[src/rtl/alu_result_buffer_if.sv]
// alu_result_buffer_if
//   Bundles the ALU-to-buffer result path, the CDB broadcast request/grant,
//   the branch-resolution broadcast and the occupancy count.
//   master: ALU / arbiter / branch-unit side (drives in_*, cdb_gnt, br_*).
//   slave : the result buffer (drives in_ready, cdb_req, cdb_*, count).
//   Signals:
//     in_valid/in_preg/in_result/in_bmask : incoming ALU result
//     in_ready                            : buffer can take a result
//     cdb_req/cdb_preg/cdb_result/cdb_bmask : oldest entry offered to CDB
//     cdb_gnt                             : oldest entry leaves this edge
//     br_valid/br_mask_bit/br_mispred     : branch resolution
//     count                               : registered occupancy
interface alu_result_buffer_if #(
  parameter int DEPTH  = 4,
  parameter int PREG_W = 6,
  parameter int DATA_W = 32,
  parameter int BM_W   = 4
);
  localparam int CNT_W = $clog2(DEPTH + 1);

  logic              in_valid;
  logic [PREG_W-1:0] in_preg;
  logic [DATA_W-1:0] in_result;
  logic [BM_W-1:0]   in_bmask;
  logic              in_ready;
  logic              cdb_req;
  logic [PREG_W-1:0] cdb_preg;
  logic [DATA_W-1:0] cdb_result;
  logic [BM_W-1:0]   cdb_bmask;
  logic              cdb_gnt;
  logic              br_valid;
  logic [BM_W-1:0]   br_mask_bit;
  logic              br_mispred;
  logic [CNT_W-1:0]  count;

  modport master (
    output in_valid, in_preg, in_result, in_bmask, cdb_gnt,
           br_valid, br_mask_bit, br_mispred,
    input  in_ready, cdb_req, cdb_preg, cdb_result, cdb_bmask, count
  );

  modport slave (
    input  in_valid, in_preg, in_result, in_bmask, cdb_gnt,
           br_valid, br_mask_bit, br_mispred,
    output in_ready, cdb_req, cdb_preg, cdb_result, cdb_bmask, count
  );
endinterface

[src/rtl/alu_result_buffer.sv]
// alu_result_buffer
//   Age-ordered result queue behind the ALU. Holds each result until the CDB
//   arbiter grants it, squashes entries on a branch mispredict, clears the
//   resolved mask bit on a correct prediction and back-pressures the ALU when
//   full. Slot 0 is always the oldest entry; the queue is compacted every edge.
//   Ports:
//     clock : rising-edge clock
//     reset : synchronous, active-low; empties the buffer
//     bus   : alu_result_buffer_if.slave (result in, CDB out, branch in, count)
module alu_result_buffer #(
  parameter int DEPTH  = 4,
  parameter int PREG_W = 6,
  parameter int DATA_W = 32,
  parameter int BM_W   = 4
) (
  input logic               clock,
  input logic               reset,
  alu_result_buffer_if.slave bus
);
  localparam int CNT_W = $clog2(DEPTH + 1);

  logic              vld_q  [DEPTH];
  logic [PREG_W-1:0] preg_q [DEPTH];
  logic [DATA_W-1:0] res_q  [DEPTH];
  logic [BM_W-1:0]   bm_q   [DEPTH];
  logic [CNT_W-1:0]  count_q;

  logic              vld_d  [DEPTH];
  logic [PREG_W-1:0] preg_d [DEPTH];
  logic [DATA_W-1:0] res_d  [DEPTH];
  logic [BM_W-1:0]   bm_d   [DEPTH];
  logic [CNT_W-1:0]  count_d;

  logic [BM_W-1:0]   clr_mask;
  logic              grant;
  logic              accept;

  function automatic logic kill_f(input logic [BM_W-1:0] bm, input logic brv,
                                  input logic mis, input logic [BM_W-1:0] bbit);
    return brv & mis & (|(bm & bbit));
  endfunction

  assign clr_mask = (bus.br_valid & ~bus.br_mispred) ? bus.br_mask_bit : '0;

  // Head is offered to the CDB unless a mispredict kills it this very cycle.
  assign bus.cdb_req    = vld_q[0] & ~kill_f(bm_q[0], bus.br_valid, bus.br_mispred,
                                             bus.br_mask_bit);
  assign bus.cdb_preg   = vld_q[0] ? preg_q[0] : '0;
  assign bus.cdb_result = vld_q[0] ? res_q[0] : '0;
  assign bus.cdb_bmask  = vld_q[0] ? (bm_q[0] & ~clr_mask) : '0;
  // Fullness is judged on registered occupancy only; a same-cycle grant does
  // not open a slot until the next cycle.
  assign bus.in_ready   = (count_q < CNT_W'(DEPTH));
  assign bus.count      = count_q;

  assign grant  = bus.cdb_req & bus.cdb_gnt;
  assign accept = bus.in_valid & bus.in_ready &
                  ~kill_f(bus.in_bmask, bus.br_valid, bus.br_mispred, bus.br_mask_bit);

  // Compaction: survivors are written in age order to write pointer wp, then
  // the new entry lands right behind them. Constant-index inner loops keep
  // the write port a plain mux per slot.
  always_comb begin
    logic [CNT_W-1:0] wp;
    for (int j = 0; j < DEPTH; j++) begin
      vld_d[j]  = 1'b0;
      preg_d[j] = '0;
      res_d[j]  = '0;
      bm_d[j]   = '0;
    end
    wp = '0;
    for (int i = 0; i < DEPTH; i++) begin
      if (vld_q[i] && !(i == 0 && grant) &&
          !kill_f(bm_q[i], bus.br_valid, bus.br_mispred, bus.br_mask_bit)) begin
        for (int j = 0; j < DEPTH; j++) begin
          if (CNT_W'(j) == wp) begin
            vld_d[j]  = 1'b1;
            preg_d[j] = preg_q[i];
            res_d[j]  = res_q[i];
            bm_d[j]   = bm_q[i] & ~clr_mask;
          end
        end
        wp = wp + CNT_W'(1);
      end
    end
    if (accept) begin
      for (int j = 0; j < DEPTH; j++) begin
        if (CNT_W'(j) == wp) begin
          vld_d[j]  = 1'b1;
          preg_d[j] = bus.in_preg;
          res_d[j]  = bus.in_result;
          bm_d[j]   = bus.in_bmask & ~clr_mask;
        end
      end
      wp = wp + CNT_W'(1);
    end
    count_d = wp;
  end

  always_ff @(posedge clock) begin
    if (!reset) begin
      vld_q   <= '{default: 1'b0};
      count_q <= '0;
    end else begin
      vld_q   <= vld_d;
      count_q <= count_d;
    end
  end

  // Payload needs no reset: it is qualified by vld_q everywhere it is used.
  always_ff @(posedge clock) begin
    preg_q <= preg_d;
    res_q  <= res_d;
    bm_q   <= bm_d;
  end
endmodule

[src/flat_wrapper.sv]
// flat-port wrapper written by rule: the top's interface ports become plain ports
module alu_result_buffer_flat 
#(
  parameter int DEPTH  = 4,
  parameter int PREG_W = 6,
  parameter int DATA_W = 32,
  parameter int BM_W   = 4
)
  (clock, reset, bus_in_valid, bus_in_preg, bus_in_result, bus_in_bmask, bus_cdb_gnt, bus_br_valid, bus_br_mask_bit, bus_br_mispred, bus_in_ready, bus_cdb_req, bus_cdb_preg, bus_cdb_result, bus_cdb_bmask, bus_count);
  alu_result_buffer_if #(.DEPTH(DEPTH), .PREG_W(PREG_W), .DATA_W(DATA_W), .BM_W(BM_W)) bus_i ();
  input logic clock;
  input logic reset;
  input wire logic [$bits(bus_i.in_valid)-1:0] bus_in_valid;
  input wire logic [$bits(bus_i.in_preg)-1:0] bus_in_preg;
  input wire logic [$bits(bus_i.in_result)-1:0] bus_in_result;
  input wire logic [$bits(bus_i.in_bmask)-1:0] bus_in_bmask;
  input wire logic [$bits(bus_i.cdb_gnt)-1:0] bus_cdb_gnt;
  input wire logic [$bits(bus_i.br_valid)-1:0] bus_br_valid;
  input wire logic [$bits(bus_i.br_mask_bit)-1:0] bus_br_mask_bit;
  input wire logic [$bits(bus_i.br_mispred)-1:0] bus_br_mispred;
  output wire logic [$bits(bus_i.in_ready)-1:0] bus_in_ready;
  output wire logic [$bits(bus_i.cdb_req)-1:0] bus_cdb_req;
  output wire logic [$bits(bus_i.cdb_preg)-1:0] bus_cdb_preg;
  output wire logic [$bits(bus_i.cdb_result)-1:0] bus_cdb_result;
  output wire logic [$bits(bus_i.cdb_bmask)-1:0] bus_cdb_bmask;
  output wire logic [$bits(bus_i.count)-1:0] bus_count;
  assign bus_i.in_valid = bus_in_valid;
  assign bus_i.in_preg = bus_in_preg;
  assign bus_i.in_result = bus_in_result;
  assign bus_i.in_bmask = bus_in_bmask;
  assign bus_i.cdb_gnt = bus_cdb_gnt;
  assign bus_i.br_valid = bus_br_valid;
  assign bus_i.br_mask_bit = bus_br_mask_bit;
  assign bus_i.br_mispred = bus_br_mispred;
  assign bus_in_ready = bus_i.in_ready;
  assign bus_cdb_req = bus_i.cdb_req;
  assign bus_cdb_preg = bus_i.cdb_preg;
  assign bus_cdb_result = bus_i.cdb_result;
  assign bus_cdb_bmask = bus_i.cdb_bmask;
  assign bus_count = bus_i.count;
  alu_result_buffer #(.DEPTH(DEPTH), .PREG_W(PREG_W), .DATA_W(DATA_W), .BM_W(BM_W)) u_core (.clock(clock), .reset(reset), .bus(bus_i));
endmodule
[config.mk]
export PLATFORM = sky130hd
export DESIGN_NAME = alu_result_buffer_flat
export DESIGN_NICKNAME = d
export VERILOG_FILES = /design/src/rtl/alu_result_buffer_if.sv /design/src/rtl/alu_result_buffer.sv /design/src/flat_wrapper.sv
export SDC_FILE = /design/constraint.sdc
export NUM_CORES = 1
export LEC_CHECK = 0
export ABC_AREA = 1
export CELL_PAD_IN_SITES_DETAIL_PLACEMENT = 0
export CELL_PAD_IN_SITES_GLOBAL_PLACEMENT = 2
export CORE_UTILIZATION = 33
export CTS_CLUSTER_DIAMETER = 60
export DETAILED_ROUTE_END_ITERATION = 12
export PLACE_DENSITY_LB_ADDON = 0.1
export RECOVER_POWER = 100
export SYNTH_ARGS = -nofsm -noshare
export SYNTH_HDL_FRONTEND = slang
export SYNTH_SLANG_ARGS = --single-unit
export TNS_END_PERCENT = 5
[constraint.sdc]
create_clock -name clock -period 10.9 [get_ports clock]
set_input_delay 1.635 -clock clock [delete_from_list [all_inputs] [get_ports clock]]
set_output_delay 1.635 -clock clock [all_outputs]
set_load 0.02 [all_outputs]
==> results.py <==
metrics = {
    "clock_tree": {
        "ctsRootBufferMaster": "clkbuf_16",
        "post_cts_resized": 0,
        "tritoncts": "done",
        "numClockSinks": 175,
        "clock_path_buffers": 2,
        "path_clk_slew_ps": 70,
        "cts_buffers": 17,
        "htreeDepth": 4,
        "cts_setup_buffers": 0,
        "clk_latency_ps": 440,
        "postCtsHoldBufs": 0,
    },
    "timing": {
        "fin_tns_setup_ps": 0,
        "period_share": 0.6550,
        "rsz0062_at_grt": "no",
        "slew_headroom": -0.7202,
        "setup_viol": 0,
        "clock.fmax_mhz": 140.1,
        "drv_slew": 175,
        "worst_pin_slew_ps": 2580,
        "final-hold-violation-count": 0,
        "finalCriticalPeriod_ps": 7140,
        "finalClockSkew_ps": 11.46,
    },
    "critical_path": {
        "cp-start-kind": "flip-flop",
        "worstPathRequired_ps": 11240,
        "cpMaxStageDelayCell": "clkbuf_1",
        "cp-end-kind": "flip-flop",
        "worstSetupPathType": "flip-flop to flip-flop",
        "path_max_fanout": 46,
        "critPathMaxStageDelay_ps": 1830,
        "critPathTopFamily": "buffers and inverters",
        "cp_num_buf_inv": 6,
        "cp.arrival_ps": 7480,
        "crit_chain": "clkbuf_1 > nand2_1 > nor2_4 > buf_4 > ha_1 > nand2_1 > o21ai_0 > inv_1 > ha_1 > or2_2 > nand2_1 > inv_1 > ha_1 > nand4_4 > buf_4 > inv_1 > nand2_1 > nand2_1",
        "crit_path_frequent_cell": "nand2_1",
    },
    "cells_and_area": {
        "drive_above_1_share": 0.03686,
        "diodes": 0,
        "final_nets": 1954,
        "area_delta_synth_final_pct": 15.33,
    },
    "status": {
        "status": "finished, violations left",
        "violations": "max-capacitance violations, max-slew violations",
    },
    "routing": {
        "drc_errors": 0,
        "firstDrtPassIters": 4,
        "ant_nets": 0,
        "via_per_inst": 4.619,
        "drtIter0Drc": 521,
        "dr_total_vias": 10780,
        "wl_per_cell_um": 15.96,
        "wl_mm": 37.26,
    },
    "floorplan": {
        "core_area_sq_um": 31800,
        "die-area_sq_um": 33240,
        "die_width_um": 182.3,
        "num_rows": 65,
        "io_pins": 99,
        "start_util": 0.3374,
        "fp.dieH_um": 182.3,
    },
    "grt": {
        "grt_use_total": 0.2317,
        "grt_overflow": 0,
        "grt_max_degree": 80,
        "grt_pass1_wl_mm": 59.35,
        "grt_pass1_vias": 10440,
        "antenna_found_initial": 0,
    },
    "flow_run": {
        "cap_violations": 4,
    },
    "power_and_ir_drop": {
        "switching_share": 0.2648,
        "combPwrFrac": 0.111,
        "p_total_uw": 1500,
        "seqPwrFrac": 0.452,
        "ir_worst_vdd_uv": 110.8,
        "p_switching_uw": 397.2,
        "leakage_uw": 0.005750,
        "power_density_nw_per_um2": 121.2,
        "pwr-share-clk": 0.436,
        "power.internal_uw": 1103,
    },
    "logic_synthesis": {
        "synth_area_per_cell_sq_um": 5.760,
        "syn-num-nets": 1931,
        "ys.warnings.count": 0,
        "ys_top_cells_by_area": "dfxtp_1 (33%), nand2_1 (28%), nor2_1 (9.1%)",
        "synthCells": 1863,
        "ys_seq_elements": 175,
        "synth.top_cell.area_share": 0.3265,
        "synth_area_leader_cell": "dfxtp_1",
        "ys_seq_area_frac": 0.3265,
        "synth_area_sq_um": 10730,
        "synth.distinct_cells": 34,
    },
    "place": {
        "dp_hpwl_mm": 20.58,
        "place.gp.congestion": 0.7806,
        "numPortBuffers": 98,
    },
    "hold_path": {
        "hold_path.class": "flip-flop to flip-flop",
    },
}
## per-layer routing
metal / up-vias / wire (um) / global-route usage
li1: 5703 / - / -
met1: 4877 / 17370 / 0.2884
met2: 164 / 18370 / 0.4216
met3: 36 / 940 / 0.02435
met4: 0 / 587 / 0.06218
met5: - / 0 / 0
## flip-flops by register name, indices dropped and copies added, names as in the netlist
name and cells:
u_core.res_q 128, u_core.preg_q 24, u_core.bm_q 16, u_core.vld_q 4, u_core.bus.count 3
## worst reg2reg max path, cell delays in order (launching register included)
cell and delay [ps]:
dfxtp_2 310, clkbuf_1 1830, nand2_1 440, nor2_4 180, buf_4 590, ha_1 280
nand2_1 50, o21ai_0 260, inv_1 140, ha_1 310, or2_2 290, nand2_1 140
inv_1 80, ha_1 210, nand4_4 80, buf_4 530, inv_1 970, nand2_1 280
nand2_1 70
## power groups by stage
stage | registers, uW | clock network, uW | logic [uW]
after detailed placement | 693 | 0 | 175
after global routing | 681 | 693 | 187
after floorplan | 689 | 0 | 96.9
after CTS | 678 | 671 | 175
after global placement | 693 | 0 | 174
final | 678 | 655 | 167
## placed cells by master, fill, tap and decap left out, types with 2 or more instances in the layout
cell and n:
a21oi_1 42, a21oi_2 5, a31oi_1 43, buf_4 16, bufinv_16 3, clkbuf_1 7
clkbuf_16 17, clkbuf_8 3, clkdlybuf4s50_1 52, clkinv_2 3, dfxtp_1 174, dlygate4sd3_1 46
ha_1 15, inv_1 193, inv_2 4, nand2_1 806, nand2_2 2, nand3_1 133
nand3_2 3, nor2_1 260, nor2_4 5, o21ai_0 51, o21ai_1 2, or2_2 2
## synth_stat cells
master and instances:
nand2_1 804, nor2_1 261, inv_1 190, dfxtp_1 175, nand3_1 134, buf_2 59, o21ai_0 51, a31oi_1 43
a21oi_1 37, clkbuf_1 29, ha_1 15, buf_4 12, a21oi_2 10, buf_6 9, inv_2 6, nand2_2 4
nor2_2 3, buf_1 2, nand3_2 2, o21ai_1 2, or2_2 2, clkinv_1 1, fa_1 1, inv_4 1
nand2_4 1, nand3_4 1, nand3b_2 1, nand4_1 1, nand4_4 1, nor2_4 1, o211ai_1 1, o21ai_4 1
o21bai_1 1, xor2_1 1
## path summary, 6_finish.rpt
check	start	to	slack [ps]	depth (start not counted)
worst max-delay path	u_core.vld_q[3]	u_core.res_q[70]	3760	18
worst min-delay path	u_core.preg_q[4]	u_core.preg_q[4]	500	2
worst max register to register	u_core.vld_q[3]	u_core.res_q[70]	3760	18
worst min register to register	u_core.preg_q[4]	u_core.preg_q[4]	500	2
## final cells by class
type | count | area [sq um]
Clock buffer | 26 | 489.2
Fill cell | 3593 | 19420
Sequential cell | 175 | 3505
Inverter | 198 | 745.7
Multi-Input combinational cell | 1379 | 5882
Timing Repair Buffer | 115 | 1105
Tap cell | 435 | 544.3
Clock inverter | 6 | 105.1
## through the flow
stage | setup slack [ps] | std cells | area, sq um | hold slack, ps | utilization
after floorplan | 6276 | 1863 | 10730 | 471.2 | -
after global placement | 4273 | 2302 | 11820 | 484.4 | 0.3718
after detailed placement | 4019 | 2302 | 11820 | 488.1 | 0.3718
after CTS | 4499 | 2334 | 12420 | 501.0 | 0.3905
after global routing | 3110 | 2334 | 12380 | 516.8 | 0.3892
final | 3760 | 2334 | 12380 | 500.1 | 0.3892
## cells by family after synthesis
| kind of cell | count (synthesis) | share of synthesized area |
|---|---|---|
| simple gates | 1216 | 0.4495 |
| buf+inv | 309 | 0.1257 |
| flops | 175 | 0.3265 |
| compound gates | 146 | 0.07813 |
| fa+ha+maj | 16 | 0.01936 |
| xor+xnor | 1 | 0.0008164 |
No activity file was read; power rests on OpenSTA's default activity.
